--- config.mk ---
export PLATFORM = sky130hd
export DESIGN_NAME = ro_puf_controller_flat
export DESIGN_NICKNAME = d
export VERILOG_FILES = /design/src/rtl/ro_puf_controller_if.sv /design/src/rtl/ro_puf_controller.sv /design/src/flat_wrapper.sv
export SDC_FILE = /design/constraint.sdc
export NUM_CORES = 1
export LEC_CHECK = 0
export CAP_MARGIN = 20
export CELL_PAD_IN_SITES_DETAIL_PLACEMENT = 0
export CELL_PAD_IN_SITES_GLOBAL_PLACEMENT = 2
export CORE_ASPECT_RATIO = 1.1
export CORE_UTILIZATION = 31
export DETAILED_ROUTE_END_ITERATION = 10
export PLACE_DENSITY_LB_ADDON = 0.08
export SYNTH_ARGS = -nofsm -noshare
export SYNTH_HDL_FRONTEND = slang
export SYNTH_SLANG_ARGS = --single-unit
--- constraint.sdc ---
create_clock -name clk -period 2.4 [get_ports clk]
set_input_delay 0.36 -clock clk [delete_from_list [all_inputs] [get_ports clk]]
set_output_delay 0.36 -clock clk [all_outputs]
set_load 0.02 [all_outputs]
--- src/rtl/ro_puf_controller_if.sv ---
// ---------------------------------------------------------------------------
// ro_puf_controller_if
// Host-side request/response bundle of the RO PUF controller.
//   start       request pulse (host -> controller)
//   abort       synchronous abort (host -> controller)
//   challenge   8 bits per response bit: [3:0]=Cha0 index, [7:4]=Cha1 index
//   busy        controller is not idle
//   resp_valid  response word available
//   resp_ready  host accepts the response word
//   response    N_BITS-bit response word
//   err         sticky flag: some slice selected the same RO twice
// Modports: master = host side, slave = controller side.
// ---------------------------------------------------------------------------
interface ro_puf_controller_if #(
    parameter int N_BITS = 8
);
    logic                  start;
    logic                  abort;
    logic [8*N_BITS-1:0]   challenge;
    logic                  busy;
    logic                  resp_valid;
    logic                  resp_ready;
    logic [N_BITS-1:0]     response;
    logic                  err;

    modport master (
        output start, abort, challenge, resp_ready,
        input  busy, resp_valid, response, err
    );

    modport slave (
        input  start, abort, challenge, resp_ready,
        output busy, resp_valid, response, err
    );
endinterface

--- src/rtl/ro_puf_controller.sv ---
// ---------------------------------------------------------------------------
// ro_puf_controller
// Sequencer for the 16-RO counter-group PUF. For each challenge slice it
// selects an RO pair, clears the counter group, runs the ROs for a fixed
// window, lets the race result settle through a synchronizer and captures
// one response bit. The full word is handed back over valid/ready.
// Ports:
//   clk          system clock, rising edge
//   reset        asynchronous active-low reset
//   host         host request/response bundle (slave modport)
//   cnt_reset    active-high reset to the counter group
//   ro_en        RO array enable
//   cha0, cha1   RO pair selects to the counter group
//   cg_response  race result from the counter group, asynchronous to clk
// ---------------------------------------------------------------------------
module ro_puf_controller #(
    parameter int N_BITS        = 8,
    parameter int EVAL_CYCLES   = 1024,
    parameter int RST_CYCLES    = 2,
    parameter int SETTLE_CYCLES = 2
) (
    input  logic                 clk,
    input  logic                 reset,
    ro_puf_controller_if.slave   host,
    output logic                 cnt_reset,
    output logic                 ro_en,
    output logic [3:0]           cha0,
    output logic [3:0]           cha1,
    input  logic                 cg_response
);

    localparam int MAX_AB     = (EVAL_CYCLES > RST_CYCLES) ? EVAL_CYCLES : RST_CYCLES;
    localparam int MAX_CYCLES = (MAX_AB > SETTLE_CYCLES) ? MAX_AB : SETTLE_CYCLES;
    localparam int TIMER_W    = $clog2(MAX_CYCLES + 1);
    localparam int IDX_W      = (N_BITS > 1) ? $clog2(N_BITS) : 1;

    typedef enum logic [2:0] {
        S_IDLE,
        S_CLEAR,
        S_EVAL,
        S_SETTLE,
        S_CAPTURE,
        S_DONE
    } state_t;

    state_t               state_reg;
    state_t               state_next;
    logic [TIMER_W-1:0]   timer_reg;
    logic [TIMER_W-1:0]   timer_load;
    logic [IDX_W-1:0]     bit_idx_reg;
    logic [8*N_BITS-1:0]  ch_reg;
    logic [N_BITS-1:0]    response_reg;
    logic                 err_reg;
    logic                 resp_valid_reg;
    logic [1:0]           sync_reg;
    logic                 busy;

    logic [3:0]           slice_a [N_BITS];
    logic [3:0]           slice_b [N_BITS];
    logic [3:0]           sel_a;
    logic [3:0]           sel_b;
    logic                 last_bit;
    logic                 accept;

    // Split the latched challenge into per-bit RO index pairs.
    generate
        for (genvar gi = 0; gi < N_BITS; gi++) begin : g_slice
            assign slice_a[gi] = ch_reg[8*gi +: 4];
            assign slice_b[gi] = ch_reg[8*gi+4 +: 4];
        end
    endgenerate

    assign sel_a    = slice_a[bit_idx_reg];
    assign sel_b    = slice_b[bit_idx_reg];
    assign last_bit = (bit_idx_reg == IDX_W'(N_BITS - 1));
    assign accept   = (state_reg == S_IDLE) && host.start && !host.abort;

    // -----------------------------------------------------------------------
    // FSM: state register
    // -----------------------------------------------------------------------
    always_ff @(posedge clk or negedge reset) begin
        if (!reset) begin
            state_reg <= S_IDLE;
        end else begin
            state_reg <= state_next;
        end
    end

    // -----------------------------------------------------------------------
    // FSM: next-state logic
    // -----------------------------------------------------------------------
    always_comb begin
        state_next = state_reg;
        case (state_reg)
            S_IDLE:    if (host.start)         state_next = S_CLEAR;
            S_CLEAR:   if (timer_reg == '0)    state_next = S_EVAL;
            S_EVAL:    if (timer_reg == '0)    state_next = S_SETTLE;
            S_SETTLE:  if (timer_reg == '0)    state_next = S_CAPTURE;
            S_CAPTURE: state_next = last_bit ? S_DONE : S_CLEAR;
            S_DONE:    if (resp_valid_reg && host.resp_ready) state_next = S_IDLE;
            default:   state_next = S_IDLE;
        endcase
        // Abort overrides everything, including a start in IDLE.
        if (host.abort) begin
            state_next = S_IDLE;
        end
    end

    // -----------------------------------------------------------------------
    // FSM: outputs
    // -----------------------------------------------------------------------
    always_comb begin
        busy      = 1'b1;
        cnt_reset = 1'b1;
        ro_en     = 1'b0;
        cha0      = 4'd0;
        cha1      = 4'd0;
        case (state_reg)
            S_IDLE: begin
                busy = 1'b0;
            end
            S_CLEAR: begin
                cha0 = sel_a;
                cha1 = sel_b;
            end
            S_EVAL: begin
                cnt_reset = 1'b0;
                ro_en     = 1'b1;
                cha0      = sel_a;
                cha1      = sel_b;
            end
            S_SETTLE, S_CAPTURE: begin
                cnt_reset = 1'b0;
                cha0      = sel_a;
                cha1      = sel_b;
            end
            default: begin
            end
        endcase
    end

    // -----------------------------------------------------------------------
    // Phase timer: loaded with (duration-1) on entry to a state, counts down
    // to zero, and the state is left on the zero cycle.
    // -----------------------------------------------------------------------
    always_comb begin
        timer_load = '0;
        case (state_next)
            S_CLEAR:  timer_load = TIMER_W'(RST_CYCLES - 1);
            S_EVAL:   timer_load = TIMER_W'(EVAL_CYCLES - 1);
            S_SETTLE: timer_load = TIMER_W'(SETTLE_CYCLES - 1);
            default:  timer_load = '0;
        endcase
    end

    always_ff @(posedge clk or negedge reset) begin
        if (!reset) begin
            timer_reg <= '0;
        end else if (state_next != state_reg) begin
            timer_reg <= timer_load;
        end else if (timer_reg != '0) begin
            timer_reg <= timer_reg - TIMER_W'(1);
        end
    end

    // -----------------------------------------------------------------------
    // Datapath: synchronizer, challenge latch, response assembly, handshake
    // -----------------------------------------------------------------------
    always_ff @(posedge clk or negedge reset) begin
        if (!reset) begin
            sync_reg       <= 2'b00;
            ch_reg         <= '0;
            response_reg   <= '0;
            err_reg        <= 1'b0;
            bit_idx_reg    <= '0;
            resp_valid_reg <= 1'b0;
        end else begin
            sync_reg <= {sync_reg[0], cg_response};

            if (accept) begin
                ch_reg       <= host.challenge;
                response_reg <= '0;
                err_reg      <= 1'b0;
                bit_idx_reg  <= '0;
            end

            // An aborted CAPTURE cycle leaves the partial word untouched.
            if (state_reg == S_CAPTURE && !host.abort) begin
                if (sel_a == sel_b) begin
                    // Identical ROs cannot race; force 0 and flag it.
                    response_reg[bit_idx_reg] <= 1'b0;
                    err_reg                   <= 1'b1;
                end else begin
                    response_reg[bit_idx_reg] <= sync_reg[1];
                end
                if (!last_bit) begin
                    bit_idx_reg <= bit_idx_reg + IDX_W'(1);
                end
            end

            // Valid rises on the second DONE cycle and stays until transfer
            // or abort; both of those drive state_next away from DONE.
            resp_valid_reg <= (state_reg == S_DONE) && (state_next == S_DONE);
        end
    end

    assign host.busy       = busy;
    assign host.resp_valid = resp_valid_reg;
    assign host.response   = response_reg;
    assign host.err        = err_reg;

endmodule
--- src/flat_wrapper.sv ---
// flat-port wrapper written by rule: the top's interface ports become plain ports
module ro_puf_controller_flat 
#(
    parameter int N_BITS        = 8,
    parameter int EVAL_CYCLES   = 1024,
    parameter int RST_CYCLES    = 2,
    parameter int SETTLE_CYCLES = 2
)
  (clk, reset, cnt_reset, ro_en, cha0, cha1, cg_response, host_start, host_abort, host_challenge, host_resp_ready, host_busy, host_resp_valid, host_response, host_err);
  ro_puf_controller_if #(.N_BITS(N_BITS)) host_i ();
  input  logic clk;
  input  logic reset;
  output logic cnt_reset;
  output logic ro_en;
  output logic [3:0] cha0;
  output logic [3:0] cha1;
  input  logic cg_response;
  input wire logic [$bits(host_i.start)-1:0] host_start;
  input wire logic [$bits(host_i.abort)-1:0] host_abort;
  input wire logic [$bits(host_i.challenge)-1:0] host_challenge;
  input wire logic [$bits(host_i.resp_ready)-1:0] host_resp_ready;
  output wire logic [$bits(host_i.busy)-1:0] host_busy;
  output wire logic [$bits(host_i.resp_valid)-1:0] host_resp_valid;
  output wire logic [$bits(host_i.response)-1:0] host_response;
  output wire logic [$bits(host_i.err)-1:0] host_err;
  assign host_i.start = host_start;
  assign host_i.abort = host_abort;
  assign host_i.challenge = host_challenge;
  assign host_i.resp_ready = host_resp_ready;
  assign host_busy = host_i.busy;
  assign host_resp_valid = host_i.resp_valid;
  assign host_response = host_i.response;
  assign host_err = host_i.err;
  ro_puf_controller #(.N_BITS(N_BITS), .EVAL_CYCLES(EVAL_CYCLES), .RST_CYCLES(RST_CYCLES), .SETTLE_CYCLES(SETTLE_CYCLES)) u_core (.clk(clk), .reset(reset), .host(host_i), .cnt_reset(cnt_reset), .ro_en(ro_en), .cha0(cha0), .cha1(cha1), .cg_response(cg_response));
endmodule
==> out/qor.csv <==
metric,value,unit
status,"complete, no violations",
Final setup viols,0,
H-tree Lvls,3,
critical path's slowest cell,dfrtp_2,
FF-to-FF path depth,8,
internal power,3.862,mW
post-route antenna net violation count,0,
kind of critical path,flip-flop to primary output,
largest family of logic cells by synthesized area,multiplexers,
"Req. time, crit path",2.04,ns
wl on met1,5116,µm
reg2reg start,u_core.timer_reg[1],
vias in the first global route,3774,
Core ar.,14500,µm²
Final period util,0.9817,
n_diodes,0,
io pins,91,
Least-Margin Pin Slew,0.4626,ns
Sw Share,0.3050,
Layout area overhead,39.97,%
final wirelength,11830,µm
Clk pwr share,0.242,
Die H,130.3,µm
Netlist cell types,58,
# rows,46,
worst setup path end,cha1[2],
VDD IR max,0.0002606,V
CTS tree,done,
Post-synth EDFFs,0,
met2 wire len,6263,µm
first-pass GRT wire length,19710,µm
number of synthesized register bits,93,
Sinks on Clock Net,93,
RSZ-0062 raised after global routing,yes,
"Seq/Total Area, Yosys",0.5020,
CTS max path bufs,2,
max reg flops,64,
via count,3444,
Initial Utilization,0.3196,
DR vias/cell,4.797,
maxcap violations,0,
fin worst setup slack,0.04389,ns
Synth Area in XOR/XNOR,0.02267,
R2R Setup Slk,0.09,ns
crit path cell chain,buf_4 > or3b_2 > a21oi_1 > a211oi_2 > nor2_1 > buf_4,
Tot Pwr,5.557,mW
asr flop ratio synth,1.000,
"slowest stage delay, CP",0.44,ns
Most common cell on crit path,buf_4,
antenna violations before repair,0,
Post-Synthesis Cells,391,
fmax,424.4,MHz
element type at the critical path end,primary output,
Lkg Pwr,2.789,nW
FF/Latch Area,2331,µm²
filler cell count,1430,
largest net degree at the start of global routing,41,
Post-Place Worst Slack,-0.1536,ns
Final Max Tran Viols,0,
CP startpoint kind,flip-flop,
per-cell routed wire length,16.47,µm
Yosys Warn Count,0,
met3 routed WL,274,µm
routability congestion estimate from global placement,0.7594,
maximum fanout along the worst path,8,
Pwr per Cell Area,856.4,nW/µm²
detailed placement HPWL,8922,µm
combinational power share,0.350,
"Avg Cell Area, Syn",11.86,µm²
mux cell area share after synthesis,0.2097,
Net Sw Power,1.695,mW
Top Layer Used,met4,
"Hold Vio Cnt, Final",0,
GRT Total Usage,0.1662,
Residual DRC,0,
Setup crit start,u_core.bit_idx_reg[2],
GRT overflow,0,
layout cells sized above 1,0.3574,
final net count,597,
simple-gate share of the synthesized area,0.1323,
net count after synthesis,464,
Root Buffer,clkbuf_16,
reg2reg end,u_core.timer_reg[0],
PortBufs,90,
CTS Buf Count,9,
worst skew pair latency,0.34,ns
Initial DRC Count,61,
clock-pin slew on the worst setup and hold paths,0.06,ns
Die W,118.6,µm
fin crit period,2.356,ns
Compound-Gate Fraction of Synth Area,0.08772,
top_reg_cell synth,dfrtp_1,
worst min path class,flip-flop to flip-flop,
sequential share of power,0.408,
DRT Pass-1 Iters,4,
Synth Area in Adders,0.008097,
die area,15450,µm²
multi-input logic area,2261,µm²
crit path DAT,2.00,ns
max_slew headroom,0.6916,
Post-Route Skew,0.005992,ns
Mapped Area,4636,µm²
kinds of logic (layout without fill, tap and decap cells):
family / Yosys count / count (layout)
AOI/OAI and AO/OA: 57 / 57
muxes: 83 / 83
and+or+nand+nor: 112 / 112
xor gates and xnor gates: 12 / 12
buffers and inverters: 31 / 166
adders and majority gates: 3 / 3
DFF: 93 / 93
synth_stat cells (4+ instances only):
cell type | count | area, µm²
dfrtp_1 | 93 | 2327
mux2_2 | 73 | 822.0
nor2_1 | 25 | 93.84
nand2_1 | 24 | 90.09
nand3_1 | 19 | 95.09
o21ai_0 | 19 | 95.09
a21oi_1 | 10 | 50.05
clkbuf_1 | 10 | 37.54
nor2b_1 | 9 | 56.30
inv_1 | 7 | 26.28
xor2_1 | 7 | 61.31
a211oi_1 | 6 | 45.04
buf_2 | 6 | 30.03
buf_6 | 6 | 67.56
mux2i_1 | 6 | 60.06
xnor2_1 | 5 | 43.79
and3_1 | 4 | 25.02
mux4_2 | 4 | 90.09
or3b_2 | 4 | 35.03
stage by stage:
stage	cell area (µm²)	hold WS [ns]	TNS, ns	cells	utilization
after floorplan	4646	0.06441	-0.07217	391	-
after global placement	6067	0.3402	-0.4084	698	0.4183
after detailed placement	6067	0.3403	-1.013	698	0.4183
after CTS	6391	0.3548	-0.03052	713	0.4406
after global routing	6489	0.3664	-0.4060	718	0.4474
final	6489	0.3514	0	718	0.4474
power by group through the flow:
stage          Combinational (mW)  Clock, mW  Sequential [mW]
6_report                     1.95       1.34             2.27
5_1_grt                      2.15       1.46             2.33
4_1_cts                      1.94       1.39             2.27
3_5_place_dp                 1.92          0             2.30
3_3_place_gp                 1.89          0             2.30
2_1_floorplan                1.21          0             2.20
layer usage:
metal / vias to the layer above / global-route usage
li1: 1685 / -
met1: 1700 / 0.2001
met2: 48 / 0.3020
met3: 11 / 0.02535
met4: 0 / 0.06031
met5: - / 0
cells in the final DEF (no fill, tap or decap), types with 4 or more instances in the layout:
cell,n
dfrtp_1,90
buf_12,4
inv_1,7
xor2_1,6
mux2i_1,4
mux2_2,72
nand3_1,18
nor2_1,24
mux4_2,4
and3_1,4
xnor2_1,4
o21ai_0,18
clkdlybuf4s50_1,81
a21oi_1,7
buf_2,4
clkbuf_16,9
nand2_1,24
nor2b_1,5
buf_4,53
a211oi_1,4
worst max-delay path, delay by kind of cell, from the launching register on:
| family | cells | cell delay [ns] |
|---|---|---|
| flops | 1 | 0.44 |
| buf+inv | 2 | 0.35 |
| compound gates | 2 | 0.26 |
| simple gates | 2 | 0.60 |
cell type report:
class                           count  share of cell area
Inverter                            7            0.004049
Tap cell                          192             0.03702
Clock buffer                       12             0.04107
Sequential cell                    93              0.3592
Timing Repair Buffer              146              0.2090
Clock inverter                      1            0.001157
Multi-Input combinational cell    267              0.3484
repair_timing:
action	CTS	global route
gates cloned	0	0
hold buffers	1	0
endpoints found under the setup margin	18	20
pin swaps	2	7
setup buffers	1	5
endpoints found under the hold margin	30	0
resized for setup	42	24
how the worst min path moves through the flow:
stage / to / startpoint / depth (start not counted) / slack [ns]
2_1_floorplan: u_core.bit_idx_reg[0] / reset / 0 / 0.06
3_3_place_gp: u_core.sync_reg[1] / u_core.sync_reg[0] / 0 / 0.34
3_5_place_dp: u_core.sync_reg[1] / u_core.sync_reg[0] / 0 / 0.34
4_1_cts: u_core.sync_reg[1] / u_core.sync_reg[0] / 0 / 0.35
5_1_grt: u_core.sync_reg[1] / u_core.sync_reg[0] / 0 / 0.37
6_report: u_core.sync_reg[1] / u_core.sync_reg[0] / 0 / 0.35
No activity file was read; power rests on OpenSTA's default activity.
